==> src/rtl/id_exe_stage_reg_if.sv <==
// ID/EXE stage-register bundle: stall/flush/hazard controls, ID-side fields in, EXE-side fields out.
// The master (ID side) drives *_in and controls; the slave (stage register) drives *_out.
interface id_exe_stage_reg_if;
    logic        freeze;
    logic        flush;
    logic        hazard;

    logic [31:0] pc_in;
    logic [31:0] val_rn_in;
    logic [31:0] val_rm_in;
    logic [11:0] shift_operand_in;
    logic [23:0] signed_imm_24_in;
    logic [3:0]  dest_in;
    logic [3:0]  src1_in;
    logic [3:0]  src2_in;
    logic [3:0]  exe_cmd_in;
    logic        imm_in;
    logic        mem_r_en_in;
    logic        mem_w_en_in;
    logic        wb_en_in;
    logic        b_in;
    logic        s_in;
    logic        status_c_in;

    logic [31:0] pc_out;
    logic [31:0] val_rn_out;
    logic [31:0] val_rm_out;
    logic [11:0] shift_operand_out;
    logic [23:0] signed_imm_24_out;
    logic [3:0]  dest_out;
    logic [3:0]  src1_out;
    logic [3:0]  src2_out;
    logic [3:0]  exe_cmd_out;
    logic        imm_out;
    logic        mem_r_en_out;
    logic        mem_w_en_out;
    logic        wb_en_out;
    logic        b_out;
    logic        s_out;
    logic        status_c_out;
    logic        valid_out;
    logic [15:0] bubble_count;

    modport master (
        output freeze, flush, hazard,
        output pc_in, val_rn_in, val_rm_in, shift_operand_in, signed_imm_24_in,
        output dest_in, src1_in, src2_in, exe_cmd_in,
        output imm_in, mem_r_en_in, mem_w_en_in, wb_en_in, b_in, s_in, status_c_in,
        input  pc_out, val_rn_out, val_rm_out, shift_operand_out, signed_imm_24_out,
        input  dest_out, src1_out, src2_out, exe_cmd_out,
        input  imm_out, mem_r_en_out, mem_w_en_out, wb_en_out, b_out, s_out, status_c_out,
        input  valid_out, bubble_count
    );

    modport slave (
        input  freeze, flush, hazard,
        input  pc_in, val_rn_in, val_rm_in, shift_operand_in, signed_imm_24_in,
        input  dest_in, src1_in, src2_in, exe_cmd_in,
        input  imm_in, mem_r_en_in, mem_w_en_in, wb_en_in, b_in, s_in, status_c_in,
        output pc_out, val_rn_out, val_rm_out, shift_operand_out, signed_imm_24_out,
        output dest_out, src1_out, src2_out, exe_cmd_out,
        output imm_out, mem_r_en_out, mem_w_en_out, wb_en_out, b_out, s_out, status_c_out,
        output valid_out, bubble_count
    );
endinterface

==> src/rtl/id_exe_stage_reg.sv <==
// ID/EXE pipeline register with freeze hold, flush/hazard bubbles and a saturating bubble counter.
// Define FORWARDING_EN to register src1/src2 for the forwarding unit; otherwise they read 0.
module id_exe_stage_reg (
    input  logic                clk,
    input  logic                rst,
    id_exe_stage_reg_if.slave   bus
);

    typedef struct packed {
        logic [31:0] pc;
        logic [31:0] val_rn;
        logic [31:0] val_rm;
        logic [11:0] shift_operand;
        logic [23:0] signed_imm_24;
        logic [3:0]  dest;
        logic [3:0]  exe_cmd;
        logic        imm;
        logic        mem_r_en;
        logic        mem_w_en;
        logic        wb_en;
        logic        b;
        logic        s;
        logic        status_c;
    } payload_t;

    payload_t    payload_d, payload_q;
    logic        valid_d, valid_q;
    logic [15:0] bubble_count_d, bubble_count_q;
    logic        bubble;

    // flush and hazard together still make a single bubble
    assign bubble = bus.flush | bus.hazard;

    always_comb begin
        payload_d      = '0;
        valid_d        = 1'b0;
        bubble_count_d = bubble_count_q;
        if (bubble) begin
            if (bubble_count_q != 16'hFFFF) begin
                bubble_count_d = bubble_count_q + 16'd1;
            end
        end else begin
            payload_d.pc            = bus.pc_in;
            payload_d.val_rn        = bus.val_rn_in;
            payload_d.val_rm        = bus.val_rm_in;
            payload_d.shift_operand = bus.shift_operand_in;
            payload_d.signed_imm_24 = bus.signed_imm_24_in;
            payload_d.dest          = bus.dest_in;
            payload_d.exe_cmd       = bus.exe_cmd_in;
            payload_d.imm           = bus.imm_in;
            payload_d.mem_r_en      = bus.mem_r_en_in;
            payload_d.mem_w_en      = bus.mem_w_en_in;
            payload_d.wb_en         = bus.wb_en_in;
            payload_d.b             = bus.b_in;
            payload_d.s             = bus.s_in;
            payload_d.status_c      = bus.status_c_in;
            valid_d                 = 1'b1;
        end
    end

    always_ff @(posedge clk or posedge rst) begin
        if (rst) begin
            payload_q      <= '0;
            valid_q        <= 1'b0;
            bubble_count_q <= '0;
        end else if (!bus.freeze) begin
            payload_q      <= payload_d;
            valid_q        <= valid_d;
            bubble_count_q <= bubble_count_d;
        end
    end

    assign bus.pc_out            = payload_q.pc;
    assign bus.val_rn_out        = payload_q.val_rn;
    assign bus.val_rm_out        = payload_q.val_rm;
    assign bus.shift_operand_out = payload_q.shift_operand;
    assign bus.signed_imm_24_out = payload_q.signed_imm_24;
    assign bus.dest_out          = payload_q.dest;
    assign bus.exe_cmd_out       = payload_q.exe_cmd;
    assign bus.imm_out           = payload_q.imm;
    assign bus.mem_r_en_out      = payload_q.mem_r_en;
    assign bus.mem_w_en_out      = payload_q.mem_w_en;
    assign bus.wb_en_out         = payload_q.wb_en;
    assign bus.b_out             = payload_q.b;
    assign bus.s_out             = payload_q.s;
    assign bus.status_c_out      = payload_q.status_c;
    assign bus.valid_out         = valid_q;
    assign bus.bubble_count      = bubble_count_q;

`ifdef FORWARDING_EN
    logic [3:0] src1_d, src1_q, src2_d, src2_q;

    always_comb begin
        src1_d = '0;
        src2_d = '0;
        if (!bubble) begin
            src1_d = bus.src1_in;
            src2_d = bus.src2_in;
        end
    end

    always_ff @(posedge clk or posedge rst) begin
        if (rst) begin
            src1_q <= '0;
            src2_q <= '0;
        end else if (!bus.freeze) begin
            src1_q <= src1_d;
            src2_q <= src2_d;
        end
    end

    assign bus.src1_out = src1_q;
    assign bus.src2_out = src2_q;
`else
    // Hazard unit resolves dependencies alone; source indices are not carried into EXE.
    logic unused_src;
    assign unused_src   = ^{bus.src1_in, bus.src2_in};
    assign bus.src1_out = '0;
    assign bus.src2_out = '0;
`endif

endmodule

==> src/flat_wrapper.sv <==
// flat-port wrapper written by rule: the top's interface ports become plain ports
module id_exe_stage_reg_flat 
  (clk, rst, bus_freeze, bus_flush, bus_hazard, bus_pc_in, bus_val_rn_in, bus_val_rm_in, bus_shift_operand_in, bus_signed_imm_24_in, bus_dest_in, bus_src1_in, bus_src2_in, bus_exe_cmd_in, bus_imm_in, bus_mem_r_en_in, bus_mem_w_en_in, bus_wb_en_in, bus_b_in, bus_s_in, bus_status_c_in, bus_pc_out, bus_val_rn_out, bus_val_rm_out, bus_shift_operand_out, bus_signed_imm_24_out, bus_dest_out, bus_src1_out, bus_src2_out, bus_exe_cmd_out, bus_imm_out, bus_mem_r_en_out, bus_mem_w_en_out, bus_wb_en_out, bus_b_out, bus_s_out, bus_status_c_out, bus_valid_out, bus_bubble_count);
  id_exe_stage_reg_if bus_i ();
  input  logic clk;
  input  logic rst;
  input wire logic [$bits(bus_i.freeze)-1:0] bus_freeze;
  input wire logic [$bits(bus_i.flush)-1:0] bus_flush;
  input wire logic [$bits(bus_i.hazard)-1:0] bus_hazard;
  input wire logic [$bits(bus_i.pc_in)-1:0] bus_pc_in;
  input wire logic [$bits(bus_i.val_rn_in)-1:0] bus_val_rn_in;
  input wire logic [$bits(bus_i.val_rm_in)-1:0] bus_val_rm_in;
  input wire logic [$bits(bus_i.shift_operand_in)-1:0] bus_shift_operand_in;
  input wire logic [$bits(bus_i.signed_imm_24_in)-1:0] bus_signed_imm_24_in;
  input wire logic [$bits(bus_i.dest_in)-1:0] bus_dest_in;
  input wire logic [$bits(bus_i.src1_in)-1:0] bus_src1_in;
  input wire logic [$bits(bus_i.src2_in)-1:0] bus_src2_in;
  input wire logic [$bits(bus_i.exe_cmd_in)-1:0] bus_exe_cmd_in;
  input wire logic [$bits(bus_i.imm_in)-1:0] bus_imm_in;
  input wire logic [$bits(bus_i.mem_r_en_in)-1:0] bus_mem_r_en_in;
  input wire logic [$bits(bus_i.mem_w_en_in)-1:0] bus_mem_w_en_in;
  input wire logic [$bits(bus_i.wb_en_in)-1:0] bus_wb_en_in;
  input wire logic [$bits(bus_i.b_in)-1:0] bus_b_in;
  input wire logic [$bits(bus_i.s_in)-1:0] bus_s_in;
  input wire logic [$bits(bus_i.status_c_in)-1:0] bus_status_c_in;
  output wire logic [$bits(bus_i.pc_out)-1:0] bus_pc_out;
  output wire logic [$bits(bus_i.val_rn_out)-1:0] bus_val_rn_out;
  output wire logic [$bits(bus_i.val_rm_out)-1:0] bus_val_rm_out;
  output wire logic [$bits(bus_i.shift_operand_out)-1:0] bus_shift_operand_out;
  output wire logic [$bits(bus_i.signed_imm_24_out)-1:0] bus_signed_imm_24_out;
  output wire logic [$bits(bus_i.dest_out)-1:0] bus_dest_out;
  output wire logic [$bits(bus_i.src1_out)-1:0] bus_src1_out;
  output wire logic [$bits(bus_i.src2_out)-1:0] bus_src2_out;
  output wire logic [$bits(bus_i.exe_cmd_out)-1:0] bus_exe_cmd_out;
  output wire logic [$bits(bus_i.imm_out)-1:0] bus_imm_out;
  output wire logic [$bits(bus_i.mem_r_en_out)-1:0] bus_mem_r_en_out;
  output wire logic [$bits(bus_i.mem_w_en_out)-1:0] bus_mem_w_en_out;
  output wire logic [$bits(bus_i.wb_en_out)-1:0] bus_wb_en_out;
  output wire logic [$bits(bus_i.b_out)-1:0] bus_b_out;
  output wire logic [$bits(bus_i.s_out)-1:0] bus_s_out;
  output wire logic [$bits(bus_i.status_c_out)-1:0] bus_status_c_out;
  output wire logic [$bits(bus_i.valid_out)-1:0] bus_valid_out;
  output wire logic [$bits(bus_i.bubble_count)-1:0] bus_bubble_count;
  assign bus_i.freeze = bus_freeze;
  assign bus_i.flush = bus_flush;
  assign bus_i.hazard = bus_hazard;
  assign bus_i.pc_in = bus_pc_in;
  assign bus_i.val_rn_in = bus_val_rn_in;
  assign bus_i.val_rm_in = bus_val_rm_in;
  assign bus_i.shift_operand_in = bus_shift_operand_in;
  assign bus_i.signed_imm_24_in = bus_signed_imm_24_in;
  assign bus_i.dest_in = bus_dest_in;
  assign bus_i.src1_in = bus_src1_in;
  assign bus_i.src2_in = bus_src2_in;
  assign bus_i.exe_cmd_in = bus_exe_cmd_in;
  assign bus_i.imm_in = bus_imm_in;
  assign bus_i.mem_r_en_in = bus_mem_r_en_in;
  assign bus_i.mem_w_en_in = bus_mem_w_en_in;
  assign bus_i.wb_en_in = bus_wb_en_in;
  assign bus_i.b_in = bus_b_in;
  assign bus_i.s_in = bus_s_in;
  assign bus_i.status_c_in = bus_status_c_in;
  assign bus_pc_out = bus_i.pc_out;
  assign bus_val_rn_out = bus_i.val_rn_out;
  assign bus_val_rm_out = bus_i.val_rm_out;
  assign bus_shift_operand_out = bus_i.shift_operand_out;
  assign bus_signed_imm_24_out = bus_i.signed_imm_24_out;
  assign bus_dest_out = bus_i.dest_out;
  assign bus_src1_out = bus_i.src1_out;
  assign bus_src2_out = bus_i.src2_out;
  assign bus_exe_cmd_out = bus_i.exe_cmd_out;
  assign bus_imm_out = bus_i.imm_out;
  assign bus_mem_r_en_out = bus_i.mem_r_en_out;
  assign bus_mem_w_en_out = bus_i.mem_w_en_out;
  assign bus_wb_en_out = bus_i.wb_en_out;
  assign bus_b_out = bus_i.b_out;
  assign bus_s_out = bus_i.s_out;
  assign bus_status_c_out = bus_i.status_c_out;
  assign bus_valid_out = bus_i.valid_out;
  assign bus_bubble_count = bus_i.bubble_count;
  id_exe_stage_reg u_core (.clk(clk), .rst(rst), .bus(bus_i));
endmodule
==> config.mk <==
export PLATFORM = sky130hd
export DESIGN_NAME = id_exe_stage_reg_flat
export DESIGN_NICKNAME = d
export VERILOG_FILES = /design/src/rtl/id_exe_stage_reg_if.sv /design/src/rtl/id_exe_stage_reg.sv /design/src/flat_wrapper.sv
export SDC_FILE = /design/constraint.sdc
export NUM_CORES = 1
export LEC_CHECK = 0
export BUFFER_PORTS_ARGS = -buffer_cell sky130_fd_sc_hd__buf_2
export CORE_AREA = 2 2 130 132
export CTS_CLUSTER_SIZE = 30
export DETAILED_ROUTE_END_ITERATION = 10
export DIE_AREA = 0 0 132 134
export HOLD_SLACK_MARGIN = 0.15
export PLACE_DENSITY = 0.75
export SYNTH_ARGS = -nofsm -noshare
export SYNTH_HDL_FRONTEND = slang
export SYNTH_SLANG_ARGS = --single-unit
==> constraint.sdc <==
create_clock -name clk -period 7.7 [get_ports clk]
set_clock_uncertainty 0.05 [all_clocks]
set_input_delay 0.77 -clock clk [delete_from_list [all_inputs] [get_ports clk]]
set_output_delay 0.77 -clock clk [all_outputs]
set_load 0.01 [all_outputs]
==> results of run 1 <==
[worst reg2reg max path: stages (launching register included)]
cell and delay, ps:
sky130_fd_sc_hd__dfrtp_1 430, sky130_fd_sc_hd__ha_1 240, sky130_fd_sc_hd__and3_1 220, sky130_fd_sc_hd__a41oi_4 340
sky130_fd_sc_hd__mux2_2 380
[registers in the layout, indices dropped and copies added (netlist names), 4 cells and up]
signal and flops:
u_core.bus.val_rn_out 32, u_core.bus.dest_out 4, u_core.bus.val_rm_out 32, u_core.bus.exe_cmd_out 4
u_core.bus.signed_imm_24_out 24, u_core.bus.pc_out 32, u_core.bus.shift_operand_out 12, u_core.bus.bubble_count 16
[power groups by stage]
stage | Sequential [mW] | Combinational, mW | Clock (mW)
4_1_cts | 0.969 | 0.259 | 0.967
2_1_floorplan | 1.01 | 0.107 | 0
6_report | 0.969 | 0.254 | 0.944
3_5_place_dp | 0.984 | 0.258 | 0
5_1_grt | 0.978 | 0.279 | 0.997
3_3_place_gp | 0.982 | 0.253 | 0
[metal layers]
metal,up-vias,global-route usage,share of wire,routed length [µm]
met5,-,0,0,0
met4,0,0.0598,0.015,233
met3,16,0.0514,0.067,1040
met2,189,0.286,0.49,7660
met1,2221,0.224,0.43,6650
li1,2141,-,-,-
[final cells by class]
class	instances	share of cell area
sequential	164	0.489
clock inverter	13	0.0261
antenna	1	0.000298
tap	220	0.0328
inverter	1	0.00104
multi-input combinational	206	0.206
clock buffer	19	0.0528
timing repair buffer	319	0.192
[final timing paths]
kind,startpoint,endpoint,slack (ps),depth (start not counted)
worst max-delay path,bus_freeze,u_core.bus.pc_out[21]$_DFFE_PP0N_,4960,5
worst min-delay path,u_core.bus.valid_out$_DFFE_PP0N_,u_core.bus.valid_out$_DFFE_PP0N_,430,1
worst max register to register,u_core.bus.bubble_count[0]$_DFFE_PP0P_,u_core.bus.bubble_count[1]$_DFFE_PP0P_,5920,4
worst min register to register,u_core.bus.valid_out$_DFFE_PP0N_,u_core.bus.valid_out$_DFFE_PP0N_,430,1
max in group asynchronous,rst,u_core.bus.val_rn_out[3]$_DFFE_PP0N_,5680,3
min in group asynchronous,rst,u_core.bus.signed_imm_24_out[4]$_DFFE_PP0N_,460,2
[cells in the mapped netlist]
cell type                  count  share of area
sky130_fd_sc_hd__xor2_1        1         0.0015
sky130_fd_sc_hd__conb_1        1        0.00062
sky130_fd_sc_hd__nor2_1        3         0.0019
sky130_fd_sc_hd__o21bai_4      1         0.0031
sky130_fd_sc_hd__and3_1        3         0.0031
sky130_fd_sc_hd__clkbuf_1     17          0.011
sky130_fd_sc_hd__buf_2        17          0.014
sky130_fd_sc_hd__ha_1          1         0.0021
sky130_fd_sc_hd__and2_1        2         0.0021
sky130_fd_sc_hd__and4_1        2         0.0029
sky130_fd_sc_hd__a21o_1        1         0.0012
sky130_fd_sc_hd__a311oi_2      1         0.0025
sky130_fd_sc_hd__inv_1         1        0.00062
sky130_fd_sc_hd__buf_4         8          0.010
sky130_fd_sc_hd__a41oi_4       1         0.0046
sky130_fd_sc_hd__and4_4        2         0.0037
sky130_fd_sc_hd__a22o_1      147           0.21
sky130_fd_sc_hd__mux2_2        1         0.0019
sky130_fd_sc_hd__dfrtp_1     164           0.68
sky130_fd_sc_hd__xnor2_1      13          0.019
sky130_fd_sc_hd__nand4_1       6         0.0062
sky130_fd_sc_hd__nor3_2        1         0.0017
sky130_fd_sc_hd__a21oi_1       1        0.00083
sky130_fd_sc_hd__buf_6         1         0.0019
sky130_fd_sc_hd__nand2_1       3         0.0019
sky130_fd_sc_hd__a31oi_1       1         0.0010
sky130_fd_sc_hd__nand3_1       7         0.0058
[logic make-up (layout without fill, tap and decap cells)]
group | count (synthesis) | after routing | share of synthesized area
buffers and inverters | 44 | 352 | 0.0372
DFF | 164 | 164 | 0.681
muxes | 1 | 1 | 0.00187
other | 1 | 9 | 0.000623
adders and majority gates | 1 | 1 | 0.00208
xor gates and xnor gates | 14 | 14 | 0.0204
AOI/OAI and AO/OA | 153 | 153 | 0.227
and+or+nand+nor | 29 | 29 | 0.0293
==> insert_results.sql, run 1 <==
INSERT INTO impl_metrics (metric_group, metric, value, unit) VALUES
('critical_path', 'arrival', '3030', 'ps'),
('placed_design', 'total_placed_cells_including_tap_cells', '910', ''),
('power_and_ir_drop', 'p_switching', '535', 'µW'),
('critical_path', 'critical_path_peak_fanout', '81', ''),
('detailed_routing', 'detail-route-antenna-nets', '0', ''),
('grt', 'grt.total_usage', '0.175', ''),
('placed_design', 'post-dp-hpwl', '10.7', 'mm'),
('timing', 'timing_hold_violations_final', '0', ''),
('cells_and_area', 'finish.utilization', '0.515', ''),
('cells_and_area', 'layout_commonest_cell', 'sky130_fd_sc_hd__buf_2', ''),
('detailed_routing', 'via_count', '4567', ''),
('power_and_ir_drop', 'cell_leakage_power', '4.66', 'nW'),
('cells_and_area', 'final_area', '0.00839', 'mm²'),
('power_and_ir_drop', 'power.share.combinational', '0.117', ''),
('detailed_routing', 'drt-total-wl', '15.6', 'mm'),
('critical_path', 'cp-end-kind', 'flop', ''),
('power_and_ir_drop', 'finalPower', '2.17', 'mW'),
('cells_and_area', 'drive_gt1_frac', '0.496', ''),
('floorplanning', 'fp.dieArea', '0.0177', 'mm²'),
('timing', 'tightestPinTransition', '919', 'ps'),
('timing', 'period_share', '0.356', ''),
('timing', 'rsz_0062_raised_after_global_routing', 'no', ''),
('power_and_ir_drop', 'share_seq_of_total_power', '0.447', ''),
('power_and_ir_drop', 'vdd.ir_drop.worst', '149', 'µV'),
('timing', 'setup_total_negative_slack', '0', 'ps'),
('grt', 'grt_pass1_vias', '4602', ''),
('critical_path', 'delay_of_the_slowest_critical_path_stage', '760', 'ps'),
('critical_path', 'crit_family', 'buffers and inverters', ''),
('cts', 'cts_root_buf', 'sky130_fd_sc_hd__clkbuf_16', ''),
('logic_synthesis', 'ys_types', '27', ''),
('cells_and_area', 'most-common-layout-cells', 'sky130_fd_sc_hd__buf_2, sky130_fd_sc_hd__dfrtp_1, sky130_fd_sc_hd__a22o_1, sky130_fd_sc_hd__clkbuf_16, sky130_fd_sc_hd__xnor2_1', ''),
('cells_and_area', 'area_growth_syn_to_layout', '39.3', '%'),
('detailed_routing', 'wl_per_cell', '16.5', 'µm'),
('timing', 'timing_max_transition_violations_final', '0', ''),
('cts', 'cts.htree.levels', '4', ''),
('detailed_routing', 'final_routed_drc_violation_total', '0', ''),
('cells_and_area', 'layout.nets', '870', ''),
('placed_design', 'finalWeightedCongestion', '0.758', ''),
('detailed_routing', 'initialDrtViolationCount', '242', ''),
('floorplanning', 'start_util', '0.370', ''),
('placed_design', 'instance_area_at_placement', '0.00772', 'mm²'),
('cts', 'clkTransAtPathRegs', '70', 'ps'),
('cts', 'clock_insertion_delay_worst_skew', '410', 'ps'),
('outcome', 'outcome', 'finished clean', ''),
('run', 'max_cap_violations', '0', ''),
('timing', 'fmax', '0.365', 'GHz'),
('critical_path', 'most_common_cell_type_on_the_critical_path', 'sky130_fd_sc_hd__buf_4', ''),
('logic_synthesis', 'synthesis.instances', '407', ''),
('detailed_routing', 'detail_route.vias_per_cell', '4.84', ''),
('logic_synthesis', 'avgSynthCellArea', '14.8', 'µm²'),
('logic_synthesis', 'share_of_the_yosys_chip_area_belonging_to_registers', '0.681', ''),
('detailed_routing', 'drt_first_pass_iters', '4', ''),
('cells_and_area', 'multi_input_area', '0.00173', 'mm²'),
('logic_synthesis', 'netlist_area', '0.00602', 'mm²'),
('floorplanning', 'chipWidth', '132', 'µm'),
('critical_path', 'timing.critical_path.from_type', 'input pin', ''),
('power_and_ir_drop', 'p_int', '1.63', 'mW'),
('power_and_ir_drop', 'switching_share', '0.247', ''),
('grt', 'grt_antenna_before_repair', '2', ''),
('timing', 'layout_min_cycle_time', '2740', 'ps'),
('cts', 'post-cts-setup-buffer-count', '0', ''),
('critical_path', 'critical_path_class', 'input pin to flop', ''),
('critical_path', 'cp_num_buf_inv', '3', ''),
('timing', 'max_slew_margin', '0.387', ''),
('cts', 'cts-root-to-sink-buffers', '2', ''),
('grt', 'grt_start_max_net_pins', '94', ''),
('cts', 'clock-sinks', '164', ''),
('critical_path', 'critPathRequiredTime', '7990', 'ps'),
('timing', 'fin_hold_ws', '431', 'ps'),
('floorplanning', 'die_height', '134', 'µm'),
('cells_and_area', 'regArea', '0.00410', 'mm²');
No activity file was read; power rests on OpenSTA's default activity.
==> run 2: changes to the inputs <==
Settings changed: ABC_AREA set to 1, PLACE_DENSITY 0.75 to 0.8.
Clock period 7.7 ns to 2.6 ns, I/O delays scaled along.
==> run 2 against run 1 <==
Against the previous run:
- hold slack got worse by 150 ps
- combinational power increased to 3.9 times the previous value
- sequential cell count unchanged
- power increased to 3.0 times the previous value
- register-to-register slack got worse by 5100 ps
- design area increased by 28%
- global-route usage increased by 9.0 points
- first-iteration DRC count increased by 120%
- via count increased by 64%
- sequential share of layout area decreased by 11 points
- area after synthesis increased by 14%
- largest power group unchanged
- non-clock buffer count increased by 152
==> insert_results.sql, run 2 <==
INSERT INTO impl_metrics (metric_group, metric, value, unit) VALUES
('logic_synthesis', 'netlist_area', '0.00689', 'mm²'),
('critical_path', 'cp-end-kind', 'flop', ''),
('cells_and_area', 'layout_commonest_cell', 'sky130_fd_sc_hd__nand2_1', ''),
('detailed_routing', 'top_layer_used', 'met4', ''),
('placed_design', 'post-dp-hpwl', '12.6', 'mm'),
('critical_path', 'delay_of_the_slowest_critical_path_stage', '440', 'ps'),
('detailed_routing', 'initialDrtViolationCount', '534', ''),
('critical_path', 'timing.critical_path.from_type', 'flop', ''),
('timing', 'period_share', '0.701', ''),
('floorplanning', 'die_height', '134', 'µm'),
('detailed_routing', 'final_routed_drc_violation_total', '0', ''),
('placed_design', 'io_buffer_count', '315', ''),
('logic_synthesis', 'synthesis.instances', '804', ''),
('logic_synthesis', 'yosys_warnings', '0', ''),
('detailed_routing', 'drt-total-wl', '23.3', 'mm'),
('cells_and_area', 'drive_gt1_frac', '0.290', ''),
('timing', 'timing_hold_violations_final', '0', ''),
('cts', 'cts-root-to-sink-buffers', '2', ''),
('logic_synthesis', 'yosys.area.top_type_share', '0.596', ''),
('logic_synthesis', 'ys_types', '23', ''),
('logic_synthesis', 'share_of_the_yosys_chip_area_belonging_to_registers', '0.596', ''),
('grt', 'congestion_overflow_gr', '0', ''),
('cts', 'cts.htree.levels', '4', ''),
('floorplanning', 'floorplan.io_pins', '332', ''),
('grt', 'grt_pass1_vias', '7491', ''),
('floorplanning', 'chipWidth', '132', 'µm'),
('critical_path', 'worst_path_max_delay_cell', 'sky130_fd_sc_hd__dfrtp_1', ''),
('detailed_routing', 'total_length_of_routed_met3_wires', '1.74', 'mm'),
('critical_path', 'critical_path_peak_fanout', '25', ''),
('outcome', 'outcome', 'finished clean', ''),
('floorplanning', 'fp-row-count', '47', ''),
('logic_synthesis', 'most_numerous_cell_in_the_yosys_netlist', 'sky130_fd_sc_hd__nand2_1', ''),
('logic_synthesis', 'count_of_flip_flops_with_a_built_in_enable_after_synthesis', '0', ''),
('worst_hold_path', 'timing.hold.worst.class', 'input pin to flop', ''),
('detailed_routing', 'detailroute.wirelength.met2', '11.6', 'mm'),
('cells_and_area', 'finish.utilization', '0.658', ''),
('logic_synthesis', 'synth_largest_area_cell', 'sky130_fd_sc_hd__dfrtp_1', ''),
('cts', 'clock-sinks', '164', ''),
('cts', 'clock_insertion_delay_worst_skew', '420', 'ps'),
('timing', 'rsz_0062_raised_after_global_routing', 'no', ''),
('cells_and_area', 'layout.nets', '1402', ''),
('cells_and_area', 'insertedDiodeCount', '0', ''),
('logic_synthesis', 'ys_top_cells_by_count', 'sky130_fd_sc_hd__nand2_1, sky130_fd_sc_hd__nand3_1, sky130_fd_sc_hd__dfrtp_1', ''),
('cells_and_area', 'area_growth_syn_to_layout', '55.5', '%'),
('logic_synthesis', 'dominantRegCellSynth', 'sky130_fd_sc_hd__dfrtp_1', ''),
('cts', 'cts_buffers', '17', ''),
('detailed_routing', 'detail_route.vias_per_cell', '5.07', ''),
('cts', 'clkTransAtPathRegs', '70', 'ps'),
('floorplanning', 'start_util', '0.423', ''),
('logic_synthesis', 'postSynth.asyncResetShare', '1.00', ''),
('detailed_routing', 'drt_first_pass_iters', '6', ''),
('timing', 'fmax', '0.549', 'GHz'),
('critical_path', 'critical_path_class', 'flop to flop', ''),
('detailed_routing', 'wl_per_cell', '15.8', 'µm'),
('grt', 'grt.total_usage', '0.265', ''),
('run', 'max_cap_violations', '0', ''),
('logic_synthesis', 'avgSynthCellArea', '8.57', 'µm²'),
('cts', 'cts_root_buf', 'sky130_fd_sc_hd__clkbuf_16', ''),
('timing', 'timing_max_transition_violations_final', '0', ''),
('timing', 'setup_total_negative_slack', '0', 'ps'),
('timing', 'max_slew_margin', '0.615', ''),
('power_and_ir_drop', 'finalPower', '6.52', 'mW'),
('grt', 'grt_antenna_before_repair', '0', ''),
('timing', 'tightestPinTransition', '577', 'ps'),
('detailed_routing', 'detail-route-antenna-nets', '0', ''),
('floorplanning', 'fp.dieArea', '0.0177', 'mm²'),
('logic_synthesis', 'synth_area_leaders', 'sky130_fd_sc_hd__dfrtp_1, sky130_fd_sc_hd__nand2_1, sky130_fd_sc_hd__nand3_1', ''),
('grt', 'grt_start_max_net_pins', '106', ''),
('placed_design', 'finalWeightedCongestion', '0.839', ''),
('detailed_routing', 'via_count', '7479', ''),
('grt', 'grt_pass1_wl', '37.5', 'mm'),
('cts', 'cts-resized-gates', '0', ''),
('timing', 'layout_min_cycle_time', '1820', 'ps'),
('critical_path', 'arrival', '2080', 'ps'),
('power_and_ir_drop', 'areal_power_density_over_the_cells', '608', 'mW/mm²'),
('power_and_ir_drop', 'vdd.ir_drop.worst', '429', 'µV'),
('logic_synthesis', 'postSynthRegisterBits', '164', ''),
('critical_path', 'cp_cell_sequence', 'ha_1 > nand2_2 > nor2_4 > nand2_4 > nor2_4 > nor2_4 > nand2_1 > nand2_1 > nand2_1', ''),
('critical_path', 'critPathRequiredTime', '2860', 'ps'),
('detailed_routing', 'route.layer.met1.wl', '8.90', 'mm'),
('power_and_ir_drop', 'cell_leakage_power', '6.16', 'nW'),
('floorplanning', 'floorplan.core_area', '0.0163', 'mm²'),
('cts', 'tritoncts', 'done', ''),
('timing', 'finalSetupViolations', '0', ''),
('cells_and_area', 'most-common-layout-cells', 'sky130_fd_sc_hd__nand2_1, sky130_fd_sc_hd__buf_2, sky130_fd_sc_hd__nand3_1, sky130_fd_sc_hd__dfrtp_1, sky130_fd_sc_hd__dlygate4sd3_1', '');
==> run 2: cell types whose count changed after synthesis, sizes merged, moves of 2 or more <==
cell,before,now
nand2,3,362
nand3,7,168
a22o,147,0
inv,1,21
buf,26,44
nor2,3,19
xnor2,13,1
and4,4,0
and3,3,0
nand4,6,3
and2,2,0
==> run 2: critical path: cells and delay by family, from the launching register on <==
family	cells	cell delay [ps]
adder cells (fa/ha/maj)	1	270
flip-flops	1	440
AND/OR/NAND/NOR	8	960
==> run 2: layout make-up <==
cell class / count / area, µm²
flip-flops and latches: 164 / 4100
fillers: 1205 / 5580
inverters: 21 / 85.1
well taps: 220 / 275
repair buffers: 471 / 3200
multi-input cells: 566 / 2420
clock buffers: 18 / 429
clock inverters: 14 / 200
==> run 2: worst paths after layout <==
| kind | startpoint | endpoint | slack (ps) | depth (start not counted) |
|---|---|---|---|---|
| worst max-delay path | u_core.bus.bubble_count[0]$_DFFE_PP0P_ | u_core.bus.bubble_count[3]$_DFFE_PP0P_ | 780 | 9 |
| worst min-delay path | bus_freeze | u_core.bus.val_rn_out[7]$_DFFE_PP0N_ | 280 | 3 |
| worst max register to register | u_core.bus.bubble_count[0]$_DFFE_PP0P_ | u_core.bus.bubble_count[3]$_DFFE_PP0P_ | 780 | 9 |
| worst min register to register | u_core.bus.val_rn_out[21]$_DFFE_PP0N_ | u_core.bus.val_rn_out[21]$_DFFE_PP0N_ | 420 | 2 |
| max in group asynchronous | rst | u_core.bus.val_rn_out[10]$_DFFE_PP0N_ | 1530 | 4 |
| min in group asynchronous | rst | u_core.bus.val_rn_out[14]$_DFFE_PP0N_ | 480 | 4 |
==> run 2: logic make-up after synthesis <==
| group | Yosys count | synth area share |
|---|---|---|
| buf+inv | 81 | 0.0581 |
| xor+xnor | 3 | 0.00381 |
| flops | 164 | 0.596 |
| other cells | 1 | 0.000544 |
| simple gates | 553 | 0.339 |
| fa+ha+maj | 1 | 0.00182 |
| compound gates | 1 | 0.000726 |
==> run 2: report_power, final <==
group	switching, mW	internal (mW)
sequential	0.124	2.71
clock	1.07	1.62
combinational	0.538	0.450
total	1.73	4.78
==> run 2: routing by layer <==
metal | GRT usage | vias up
met5 | 0 | -
met4 | 0.146 | 0
met3 | 0.0597 | 99
met2 | 0.452 | 443
met1 | 0.312 | 3535
li1 | - | 3402
==> run 2: metrics by stage <==
step / setup WS, ps / hold slack (ps) / instances / cell area [µm²]
2_1_floorplan: 205 / 351 / 811 / 6920
3_3_place_gp: 875 / 368 / 1293 / 8590
3_5_place_dp: 813 / 378 / 1293 / 8590
4_1_cts: 785 / 269 / 1474 / 10700
5_1_grt: 632 / 304 / 1474 / 10700
6_report: 778 / 284 / 1474 / 10700
==> run 2: what timing repair did <==
item	in CTS	in global routing
setup buffers	0	0
hold buffers	149	0
hold endpoints to repair	311	0
